File: src/rtl/psum_allreduce_if.sv
// Handshake bundle between the core array and the partial-sum all-reduce unit.
interface psum_allreduce_if #(
    parameter int N_CORE = 2,
    parameter int SUM_BW = 23
);
    localparam int OUT_BW = SUM_BW + $clog2(N_CORE);

    logic [N_CORE-1:0]        in_valid;
    logic [N_CORE*SUM_BW-1:0] in_data;
    logic [N_CORE-1:0]        in_ready;
    logic [N_CORE-1:0]        out_valid;
    logic [OUT_BW-1:0]        out_data;
    logic [N_CORE-1:0]        out_ready;

    modport master (
        output in_valid, in_data, out_ready,
        input  in_ready, out_valid, out_data
    );

    modport slave (
        input  in_valid, in_data, out_ready,
        output in_ready, out_valid, out_data
    );
endinterface

File: src/rtl/psum_allreduce.sv
// N-core partial-sum all-reduce: per-core FIFOs, lockstep pop, SUM/MAX reduction,
// result broadcast with independent per-core acknowledge.
module psum_allreduce #(
    parameter int N_CORE = 2,
    parameter int SUM_BW = 23,
    parameter int DEPTH  = 4
) (
    input  logic                  clk,
    input  logic                  reset,
    input  logic                  mode,
    psum_allreduce_if.slave       bus,
    output logic                  busy,
    output logic [7:0]            round_cnt
);
    localparam int OUT_BW = SUM_BW + $clog2(N_CORE);
    localparam int PW     = $clog2(DEPTH);
    localparam int CW     = PW + 1;

    typedef enum logic [1:0] {IDLE, CALC, BCAST} state_t;

    state_t state, state_next;

    logic [SUM_BW-1:0] mem    [N_CORE][DEPTH];
    logic [PW-1:0]     rd_ptr [N_CORE];
    logic [PW-1:0]     wr_ptr [N_CORE];
    logic [CW-1:0]     count  [N_CORE];

    logic [N_CORE-1:0] push, ready, not_empty;
    logic              pop, load, done;

    logic [SUM_BW-1:0] ops [N_CORE];
    logic              mode_q;
    logic [OUT_BW-1:0] result, ext, out_data_q;
    logic [N_CORE-1:0] out_valid_q, valid_next;

    always_comb begin
        ready     = '0;
        push      = '0;
        not_empty = '0;
        for (int unsigned i = 0; i < N_CORE; i++) begin
            ready[i]     = reset && (count[i] != CW'(DEPTH));
            push[i]      = bus.in_valid[i] & ready[i];
            not_empty[i] = (count[i] != '0);
        end
    end

    assign bus.in_ready  = ready;
    assign bus.out_valid = out_valid_q;
    assign bus.out_data  = out_data_q;
    assign busy          = (state != IDLE);

    always_comb begin
        state_next = state;
        pop        = 1'b0;
        load       = 1'b0;
        done       = 1'b0;
        valid_next = out_valid_q & ~bus.out_ready;
        case (state)
            IDLE: begin
                if (&not_empty) begin
                    pop        = 1'b1;
                    state_next = CALC;
                end
            end
            CALC: begin
                load       = 1'b1;
                state_next = BCAST;
            end
            BCAST: begin
                if (valid_next == '0) begin
                    done       = 1'b1;
                    state_next = IDLE;
                end
            end
            default: state_next = IDLE;
        endcase
    end

    // Operands are sign-extended to OUT_BW so the N-way sum cannot overflow.
    always_comb begin
        ext    = '0;
        result = {{(OUT_BW-SUM_BW){ops[0][SUM_BW-1]}}, ops[0]};
        for (int unsigned i = 1; i < N_CORE; i++) begin
            ext = {{(OUT_BW-SUM_BW){ops[i][SUM_BW-1]}}, ops[i]};
            if (mode_q) begin
                if ($signed(ext) > $signed(result))
                    result = ext;
            end else begin
                result = result + ext;
            end
        end
    end

    always_ff @(posedge clk) begin
        for (int unsigned i = 0; i < N_CORE; i++) begin
            if (push[i])
                mem[i][wr_ptr[i]] <= bus.in_data[i*SUM_BW +: SUM_BW];
        end
    end

    always_ff @(posedge clk or negedge reset) begin
        if (!reset) begin
            for (int unsigned i = 0; i < N_CORE; i++) begin
                rd_ptr[i] <= '0;
                wr_ptr[i] <= '0;
                count[i]  <= '0;
            end
        end else begin
            for (int unsigned i = 0; i < N_CORE; i++) begin
                if (push[i])
                    wr_ptr[i] <= wr_ptr[i] + 1'b1;
                if (pop)
                    rd_ptr[i] <= rd_ptr[i] + 1'b1;
                case ({push[i], pop})
                    2'b10:   count[i] <= count[i] + 1'b1;
                    2'b01:   count[i] <= count[i] - 1'b1;
                    default: count[i] <= count[i];
                endcase
            end
        end
    end

    always_ff @(posedge clk or negedge reset) begin
        if (!reset) begin
            state       <= IDLE;
            mode_q      <= 1'b0;
            out_valid_q <= '0;
            out_data_q  <= '0;
            round_cnt   <= '0;
            for (int unsigned i = 0; i < N_CORE; i++)
                ops[i] <= '0;
        end else begin
            state <= state_next;
            if (pop) begin
                mode_q <= mode;
                for (int unsigned i = 0; i < N_CORE; i++)
                    ops[i] <= mem[i][rd_ptr[i]];
            end
            if (load) begin
                out_data_q  <= result;
                out_valid_q <= '1;
            end else if (state == BCAST) begin
                out_valid_q <= valid_next;
            end
            if (done)
                round_cnt <= round_cnt + 8'd1;
        end
    end
endmodule

File: src/flat_wrapper.sv
// flat-port wrapper written by rule: the top's interface ports become plain ports
module psum_allreduce_flat 
#(
    parameter int N_CORE = 2,
    parameter int SUM_BW = 23,
    parameter int DEPTH  = 4
)
  (clk, reset, mode, busy, round_cnt, bus_in_valid, bus_in_data, bus_out_ready, bus_in_ready, bus_out_valid, bus_out_data);
  psum_allreduce_if #(.N_CORE(N_CORE), .SUM_BW(SUM_BW)) bus_i ();
  input  logic clk;
  input  logic reset;
  input  logic mode;
  output logic busy;
  output logic [7:0] round_cnt;
  input wire logic [$bits(bus_i.in_valid)-1:0] bus_in_valid;
  input wire logic [$bits(bus_i.in_data)-1:0] bus_in_data;
  input wire logic [$bits(bus_i.out_ready)-1:0] bus_out_ready;
  output wire logic [$bits(bus_i.in_ready)-1:0] bus_in_ready;
  output wire logic [$bits(bus_i.out_valid)-1:0] bus_out_valid;
  output wire logic [$bits(bus_i.out_data)-1:0] bus_out_data;
  assign bus_i.in_valid = bus_in_valid;
  assign bus_i.in_data = bus_in_data;
  assign bus_i.out_ready = bus_out_ready;
  assign bus_in_ready = bus_i.in_ready;
  assign bus_out_valid = bus_i.out_valid;
  assign bus_out_data = bus_i.out_data;
  psum_allreduce #(.N_CORE(N_CORE), .SUM_BW(SUM_BW), .DEPTH(DEPTH)) u_core (.clk(clk), .reset(reset), .mode(mode), .bus(bus_i), .busy(busy), .round_cnt(round_cnt));
endmodule
File: config.mk
export PLATFORM = sky130hd
export DESIGN_NAME = psum_allreduce_flat
export DESIGN_NICKNAME = d
export VERILOG_FILES = /design/src/rtl/psum_allreduce_if.sv /design/src/rtl/psum_allreduce.sv /design/src/flat_wrapper.sv
export SDC_FILE = /design/constraint.sdc
export NUM_CORES = 1
export LEC_CHECK = 0
export CELL_PAD_IN_SITES_DETAIL_PLACEMENT = 1
export CELL_PAD_IN_SITES_GLOBAL_PLACEMENT = 1
export CORE_MARGIN = 2
export CORE_UTILIZATION = 50
export CTS_BUF_LIST = sky130_fd_sc_hd__clkbuf_16
export DETAILED_ROUTE_END_ITERATION = 8
export PLACE_DENSITY_LB_ADDON = 0.1
export SKIP_CTS_REPAIR_TIMING = 1
export SYNTH_ARGS = -nofsm -noshare
export SYNTH_HDL_FRONTEND = slang
export SYNTH_SLANG_ARGS = --single-unit
File: constraint.sdc
create_clock -name clk -period 3.45 [get_ports clk]
set_clock_uncertainty 0.2 [all_clocks]
set_input_delay 0.5175 -clock clk [delete_from_list [all_inputs] [get_ports clk]]
set_output_delay 0.5175 -clock clk [all_outputs]
set_load 0.02 [all_outputs]
Yosys cells after proc, flatten, opt, wreduce, memory -nomap -nowiden. Memory sizes are Yosys's and may differ from the RTL's. Index checks and enable logic that the tools add are counted. Widths: inputs -> output; s select.

Register bits after elaboration: 97. Bits in writable memories: 184. Bits of input ports: 53. Output and inout bits: 37. Logic and storage cells: 91. Memories: 1.

Memories: u_core.mem (words 2, width 92, read ports 2, clocked after Yosys merged registers in 0, write ports 2, line psum_allreduce.sv:23) `logic [SUM_BW-1:0] mem [N_CORE][DEPTH];`.

$add $sub $neg: 10. Magnitude comparators: 7. Eq/ne operators: 10. Multiplexer cells: 28. Bitwise logic cells: 8. Reductions and logical operators: 14.

Operators with widths (count): $mux 92 (2); $mux 23 (6); $bmux 23 s2 (2); $demux 23 s2 (2); $mux 24 (2); $add 23x23->24 (1); $gt 23x23->1 (1); $ge 3x3->1 const B (4); $not 2->3 (4); $pmux 3 s2 (2); $add 2x1->2 const B (4); $add 8x1->8 const B (1); $mux 2 (4); $reduce_bool 2->1 (4); $mux 1 (7); $add 3x1->3 const B (2); $eq 2x1->1 const B (3); $eq 2x2->1 const B (3); $lt 3x1->1 const B (2); $ne 3x3->1 const B (2); $pmux 2 s3 (1); $reduce_bool 3->1 (2); $sub 3x1->3 const B (2); $logic_and 1x1->1 (4); other kinds (6) (10).

Logic depth before layout (Yosys ltp). Gate-level depths: netlist (run 1).

Depth after elaboration: 6. Depth in mapped cells: 12.

Least setup slack after synthesis (run 1). OpenSTA, ideal clock, no wires.

Path kind: register to register. Start point: register u_core.state[0]. End point: register u_core.count[2] (netlist bit). Setup time: 79 ps. Arrival: 2657 ps. Required time: 3171 ps. Setup slack: 514 ps. Cell stages (with the launch flop): 12. Clock period less this slack: 2936 ps. Path through: dfrtp_1 -> inv_1 -> ha_1 -> inv_1 -> nor3_1 -> clkbuf_1 -> ha_1 -> inv_1 -> fa_1 -> xor2_1 -> nor2_1 -> xor2_1.

Cells in the longest elaborated chain, start to end: 4. Elaborated cells between the ends (all ways): 6.

RTL lines: start: declaration (line psum_allreduce.sv:21) `state_t state, state_next;`; start signal: assignment (line psum_allreduce.sv:133) `state <= state_next;`; $logic_not 2->1 * (line psum_allreduce.sv:58) `case (state)`; $mux 1 * (line psum_allreduce.sv:58); net u_core.pop (line psum_allreduce.sv:29) `logic pop, load, done;`; $eq 2x1->1 / $eq 2x2->1 (equally long branches) (line psum_allreduce.sv:114) `case ({push[i], pop})`; $pmux 3 s2 / $reduce_bool 2->1 (equally long branches); end signal: indexed assignment (line psum_allreduce.sv:115) `2'b10: count[i] <= count[i] + 1'b1;`; end signal: indexed assignment (line psum_allreduce.sv:116) `2'b01: count[i] <= count[i] - 1'b1;`; end signal: indexed assignment (line psum_allreduce.sv:117) `default: count[i] <= count[i];`; end: declaration (line psum_allreduce.sv:26) `logic [CW-1:0] count [N_CORE];`.

Mark *: on every way through the listed nets, which the timed path passes. The rest lies on a longest branch. A chain may end at the register's enable or synchronous reset.

Final worst setup path (run 1).
Start point: register u_core.ops, in the netlist u_core.ext[0]. End point: register u_core.out_data_q[22], in the netlist u_core.bus.out_data[22].

Cells in the longest elaborated chain, start to end: 3. Elaborated cells between the ends (all ways): 4.

RTL lines: start: declaration (line psum_allreduce.sv:31) `logic [SUM_BW-1:0] ops [N_CORE];`; start signal: indexed assignment (line psum_allreduce.sv:137) `ops[i] <= mem[i][rd_ptr[i]];`; $gt 23x23->1 (line psum_allreduce.sv:86) `if ($signed(ext) > $signed(result))`; $mux 24 (line psum_allreduce.sv:86); $mux 24 * (line psum_allreduce.sv:85) `if (mode_q) begin`; end signal: assignment (line psum_allreduce.sv:140) `out_data_q <= result;`; end: declaration (line psum_allreduce.sv:33) `logic [OUT_BW-1:0] result, ext, out_data_q;`.

Mark *: on every way between the ends. The rest lies on a longest branch, timed or not.

==> summary.md, run 1 <==
| Metric | Value |
|---|---|
| Post-synthesis instance total | `838` |
| Kind of end point of the critical path | `flop` |
| Clock transition at path regs | `60 ps` |
| Post-DR wirelength/cell | `22.2 um` |
| Via count | `7319` |
| Row cnt | `58` |
| Critical Setup Path Class | `reg2reg` |
| Number of buffers created by CTS | `29` |
| Slew margin rel. | `42.9%` |
| Ys async rst share | `between 30% and 40%` |
| Fin crit period | `3250 ps` |
| Leak Pwr | `5.84 nW` |
| Largest cells by area after synthesis | `edfxtp_1 (43%), dfrtp_1 (19%), mux4_2 (8.0%)` |
| Yosys top cell area share | `42.9%` |
| Total GRT Usage | `between 20 and 25%` |
| Worst setup SP type | `flop` |
| Drt total wl | `28900 um` |
| Tcrit/Tclk final | `between 90 and 100%` |
| P&R area growth vs syn | `17.2%` |
| Seq cells post-synth | `281` |
| Synth Cell Area | `12900 um^2` |
| Slowest-stage cell, CP | `dfrtp_1` |
| Clock sink count | `281` |
| Final setup fails | `0` |
| CP Launch Point | `u_core.ext[0]` |
| Overall die height | `164 um` |
| PortBufs | `89` |
| Fin Hold WS | `-4.90 ps` |
| Least-Margin Pin Slew | `856 ps` |
| DRT Pass-1 Iters | `4` |
| Worst VDD drop | `0.650 mV` |
| Pre-CTS setup slack | `just over 200 ps` |
| Yosys Warn Count | `0` |
| Slew Limit Fails | `0` |
| Clock Root Buffer | `clkbuf_16` |
| Main flop type after synthesis | `edfxtp_1` |
| Crit Reg-Reg Startpoint | `u_core.ext[0]` |
| Dpl hpwl | `19800 um` |
| Final Hold Vio Count | `3` |
| Violated checks | `negative hold slack` |
| Outcome | `complete, but fails checks` |
| Max_cap viols | `0` |
| Fin worst setup slack | `197 ps` |
| Number of remaining DRC errors | `0` |
| Placed Area | `14200 um^2` |
| Worst-path maximum fanout | `4` |
| Commonest non-fill, non-tap cell in the layout | `edfxtp_1` |
| Fin cells | `1302` |
| Required time of the critical path | `3700 ps` |
| CTS tree | `built` |
| Syn nets | `955` |
| DP Cell Count | `1249` |
| Ant diodes | `0` |
| Largest net degree at the start of global routing | `52` |
| Hold crit path type | `in2async` |
| Die Wd | `164 um` |
| RSZ-0062 raised after global routing | `false` |
| Clk buf depth | `3` |
| Total power | `15.8 mW` |
| Count of unique library cells instantiated by Yosys | `63` |
| Post-route cell area | `~15000 um^2` |
| Area of the core | `between 20000 and 30000 um^2` |
| Sequential-to-total area share from yosys stat | `61.8%` |
| Clock Latency Late Sink | `540 ps` |
| Fin nets | `1067` |
| Pwr dens | `between 1000 and 1500 nW/um^2` |
| Synth Area per Inst | `about 15 um^2` |
| Number of synthesized flops with an enable pin | `184` |
| Grt total ovfl | `0` |
| Area leader, netlist | `edfxtp_1` |
| H-tree levels | `1` |
| GP Congestion | `approximately 0.89` |
| CP arrival | `3500 ps` |
| CP max stage delay | `420 ps` |
| Initial core utilization | `51.0%` |
| Final Util | `about 60%` |
| Post-detailed-route count of antenna-violating nets | `0` |
| Iter 0 DRT Violations | `442` |
| Vias per inst | `5.62` |
| CP cell instances | `ha_1, fa_1, nand2b_1, a221oi_2, o22ai_1, o31ai_4, a2111o_1, a41oi_2, mux2_4, a211oi_2` |
| Initial antenna violation count | `1` |
| Global-route wire length before repair | `45700 um` |
| Die area | `27000 um^2` |
| IO Pins | `90` |
| Number of global-route vias before repair | `8195` |
| Max Clock Freq | `between 300 and 400 MHz` |
| Most frequent cells in the layout | `edfxtp_1 (184), dfrtp_1 (97), clkdlybuf4s50_1 (88)` |
| Layout cells sized above 1 | `18.6%` |
| Setup Total Neg Slack | `0 ps` |
## worst paths after layout
kind	end	slack, ps	cells past startpoint
max	u_core.bus.out_data[22]	200	10
min	u_core.ext[19]	-5	2
max reg2reg	u_core.bus.out_data[22]	200	10
min reg2reg	u_core.round_cnt[7]	260	1
max in group asynchronous	u_core.ext[6]	1900	3
min in group clk	u_core.round_cnt[7]	260	1
## critical path: cells and delay by family, from the launching register on
family                     cells  cell delay, ps
adders and majority gates      2             660
and+or+nand+nor                1             140
AOI/OAI and AO/OA              6            1430
DFF                            1             420
muxes                          1             320
## cell type report
class,count,area (um^2)
fillers,2381,10200
flip-flops and latches,281,7950
multi-input cells,462,4510
repair buffers,115,1080
clock buffers,30,751
well taps,330,413
inverters,61,229
clock inverters,23,150
## cell families (layout without fill, tap and decap cells)
group | after synthesis | in the layout | share of synthesized area [%]
compound gates | 134 | 134 | 7.57
xor+xnor | 36 | 36 | 2.45
fa+ha+maj | 64 | 64 | 6.40
buf+inv | 95 | 229 | 3.36
flops | 281 | 281 | 61.8
mux | 117 | 117 | 14.1
simple gates | 111 | 111 | 4.32
## cell usage after synthesis, drive strengths merged (3+ instances only)
library cell / n
fa: 3
nor3b: 4
edfxtp: 184
o211a: 5
o21bai: 5
xor2: 10
inv: 61
ha: 61
buf: 12
and4: 5
o31ai: 4
nand4: 4
nand2b: 6
mux2i: 16
o21ai: 32
or3: 4
a21oi: 34
a31oi: 5
o2bb2ai: 4
a21o: 13
nand2: 29
a221oi: 9
a211oi: 5
nor2: 32
xnor2: 26
mux2: 55
o22ai: 3
mux4: 46
dfrtp: 97
nor3: 8
and3: 9
clkbuf: 22
## layer usage
metal  global-route usage, %  part of all wire, %  up-vias
li1                        -                    -     3370
met4                    4.43                  1.6        0
met5                       0                    0        -
met3                    2.79                  4.0       33
met1                    29.6                   42     3782
met2                    39.3                   52      134
## where the power goes
group / leakage [nW] / switching (mW) / internal [mW]
registers: 2.83 / 0.743 / 4.45
logic: 2.54 / 4.09 / 3.55
clock network: 0.472 / 1.24 / 1.71
total: 5.84 / 6.08 / 9.71
## state kept, by name, indices dropped and copies added, names as in the netlist
| name | cells |
|---|---|
| u_core.bus.out_data | 24 |
| u_core.bus.out_valid | 2 |
| u_core.count | 6 |
| u_core.ext | 23 |
| u_core.mem | 184 |
| u_core.mode_q | 1 |
| u_core.ops | 23 |
| u_core.rd_ptr | 4 |
| u_core.round_cnt | 8 |
| u_core.state | 2 |
| u_core.wr_ptr | 4 |
No activity file was read; power rests on OpenSTA's default activity.
==> inputs of run 2 (changes only) <==
- GPL_TIMING_DRIVEN: unset -> 0
- clock period: 3.45 -> 3.05 ns (I/O delays scaled with it)
==> run 2 against run 1 <==
  * Die area unchanged
  * Sequential share of layout area is 2.7 points lower
  * Sequential power is 13% higher
  * Via count increased by 6.2%
  * Combinational power increased by 39%
  * Largest cell class unchanged
  * Core utilization rose by 3.3 points
  * The run ends with negative setup slack left
  * Critical endpoint is now u_core.bus.out_data[19]
==> summary.md, run 2 (synthesized netlist as in run 1, its figures left out) <==
| Metric | Value |
|---|---|
| Outcome | `complete, but fails checks (unchanged)` |
| Violated checks | `negative setup slack (was negative hold slack)` |
| Ant diodes | `0 (unchanged)` |
| Most frequent cells in the layout | `edfxtp_1 (184), clkdlybuf4s50_1 (88), dfrtp_1 (88) (was edfxtp_1 (184), dfrtp_1 (97), clkdlybuf4s50_1 (88))` |
| Drt total wl | `32300 um (was 28900 um)` |
| Flip-flop count of the largest register after layout | `184 (unchanged)` |
| Die Wd | `164 um (unchanged)` |
| Fin nets | `1116 (was 1067)` |
| CP arrival | `3420 ps (was 3500 ps)` |
| CP cell instances | `inv_1, ha_1, buf_6, and4_1, and4_4, o31ai_2, o211ai_1, mux2i_2, buf_4, buf_8, mux2i_2, a221oi_2, a21o_1 (was ha_1, fa_1, nand2b_1, a221oi_2, o22ai_1, o31ai_4, a2111o_1, a41oi_2, mux2_4, a211oi_2)` |
| Dpl hpwl | `20800 um (was 19800 um)` |
| Tcrit/Tclk final | `104% (was 94.3%)` |
| Post-detailed-route count of antenna-violating nets | `0 (unchanged)` |
| Clock Root Buffer | `clkbuf_16 (unchanged)` |
| DP Cell Count | `1258 (was 1249)` |
| RSZ-0062 raised after global routing | `true (was false)` |
| Worst Hold Endpoint | `u_core.bus.out_data[13]` |
| Buf/Inv on CP | `4 (was 0)` |
| Total power | `20.1 mW (was 15.8 mW)` |
| Overall die height | `164 um (unchanged)` |
| Via count | `7775 (was 7319)` |
| Crit Reg-Reg Startpoint | `u_core.ops[36] (was u_core.ext[0])` |
| Iter 0 DRT Violations | `456 (was 442)` |
| Global-route wire length before repair | `48000 um (was 45700 um)` |
| Fin worst setup slack | `-133 ps (was 197 ps)` |
| Number of remaining DRC errors | `0 (unchanged)` |
| Total GRT Usage | `23.4% (was 22.2%)` |
| Clock Latency Late Sink | `550 ps (was 540 ps)` |
| Max Clock Freq | `314 MHz (was 307 MHz)` |
| Required time of the critical path | `3290 ps (was 3700 ps)` |
| R2R depth | `13 (was 10)` |
| Hold crit path type | `reg2reg (was in2async)` |
| Least-Margin Pin Slew | `1320 ps (was 856 ps)` |
| CP dominant cell by count | `mux2i_2` |
| Pre-CTS setup slack | `-641 ps (was 204 ps)` |
| Vias per inst | `5.75 (was 5.62)` |
| Family with the most delay on the worst path | `multiplexers (was compound AO/OA/AOI/OAI gates)` |
| CTS tree | `built (unchanged)` |
| Slew Limit Fails | `0 (unchanged)` |
| GP Congestion | `0.870 (was 0.890)` |
| Fin crit period | `3180 ps (was 3250 ps)` |
| RR Endpoint | `u_core.bus.out_data[19] (was u_core.bus.out_data[22])` |
| Pwr dens | `1260 nW/um^2 (was 1050 nW/um^2)` |
| PortBufs | `89 (unchanged)` |
| Max_cap viols | `0 (unchanged)` |
| Slowest-stage cell, CP | `dfrtp_1 (unchanged)` |
| Final Hold Vio Count | `0 (was 3)` |
| Worst setup SP type | `flop (unchanged)` |
| Number of global-route vias before repair | `8414 (was 8195)` |
| Clock transition at path regs | `60 ps (about the same)` |
| Worst VDD drop | `0.693 mV (was 0.650 mV)` |
| Commonest non-fill, non-tap cell in the layout | `edfxtp_1 (unchanged)` |
| CP max stage delay | `430 ps (was 420 ps)` |
| Final setup fails | `16 (was 0)` |
| IO Pins | `90 (unchanged)` |
| Min-Delay Startpoint | `u_core.bus.out_data[13]` |
| Fillers | `2300 (was 2381)` |
| P&R area growth vs syn | `23.7% (was 17.2%)` |
| Grt total ovfl | `0 (unchanged)` |
| DRT Pass-1 Iters | `6 (was 4)` |
| H-tree levels | `1 (unchanged)` |
| Slew margin rel. | `12.3% (was 42.9%)` |
| Leak Pwr | `6.08 nW (was 5.84 nW)` |
| Clk buf depth | `3 (unchanged)` |
| Critical Setup Path Class | `reg2reg (unchanged)` |
| Largest net degree at the start of global routing | `61 (was 52)` |
| Kind of end point of the critical path | `flop (unchanged)` |
| Layout cells sized above 1 | `26.1% (was 18.6%)` |
| Area of the core | `25300 um^2 (unchanged)` |
| Row cnt | `58 (unchanged)` |
| Number of buffers created by CTS | `30 (was 29)` |
| Post-DR wirelength/cell | `23.9 um (was 22.2 um)` |
| Clock sink count | `281 (unchanged)` |
| R2R Setup Slk | `-130 ps (was 200 ps)` |
| Initial core utilization | `51.0% (unchanged)` |
| Fin cells | `1353 (was 1302)` |
| Initial antenna violation count | `1 (unchanged)` |
| Die area | `27000 um^2 (unchanged)` |
| Worst-path maximum fanout | `8 (was 4)` |
| WHS Path Cells | `1` |
-- run 2: per-stage QoR --
| stage | setup TNS (ps) | hold slack, ps | instance area [um^2] | utilization (%) |
|---|---|---|---|---|
| 5_1_grt | -3170 | 310 | 15900 | 63.0 |
| 3_3_place_gp | -960050 | 256 | 14200 | 56.1 |
| 2_1_floorplan | 0 | -38.1 | 12900 | - |
| 4_1_cts | -8640 | -302 | 15200 | 60.1 |
| 6_report | -961 | 285 | 15900 | 63.0 |
| 3_5_place_dp | -106550 | 274 | 14200 | 56.2 |
-- run 2: cell type report --
class / instances / area (um^2) / share of cell area, %
plain buffers: 33 / 216 / 1.36
inverters: 61 / 229 / 1.44
well taps: 330 / 413 / 2.59
flip-flops and latches: 281 / 7960 / 50.0
clock buffers: 31 / 776 / 4.87
repair buffers: 130 / 1300 / 8.18
multi-input cells: 462 / 4820 / 30.3
clock inverters: 25 / 200 / 1.26
-- run 2: worst max-delay path by stage --
stage                     from                 endpoint  slack [ps]  cells after the start
6_report        u_core.ops[36]  u_core.bus.out_data[19]        -130                     13
3_3_place_gp             reset        u_core.mem[0][87]       -3790                      4
3_5_place_dp   u_core.state[0]          u_core.count[2]        -640                     11
4_1_cts        u_core.state[0]          u_core.count[2]        -750                     11
5_1_grt         u_core.ops[36]  u_core.bus.out_data[19]        -240                     13
2_1_floorplan  u_core.state[0]          u_core.count[2]         110                     11
-- run 2: report_power, final --
| part | leakage (nW) | internal, mW | switching (mW) |
|---|---|---|---|
| clock | 0.501 | 2.09 | 1.49 |
| combinational | 2.76 | 5.06 | 5.55 |
| sequential | 2.82 | 5.05 | 0.816 |
| total | 6.08 | 12.2 | 7.85 |
-- run 2: metal layers --
metal / wire [um] / up-vias / track usage, %
li1: - / 3484 / -
met1: 13600 / 4053 / 30.9
met2: 16700 / 190 / 41.0
met3: 1290 / 48 / 3.31
met4: 692 / 0 / 5.89
met5: 0 / - / 0
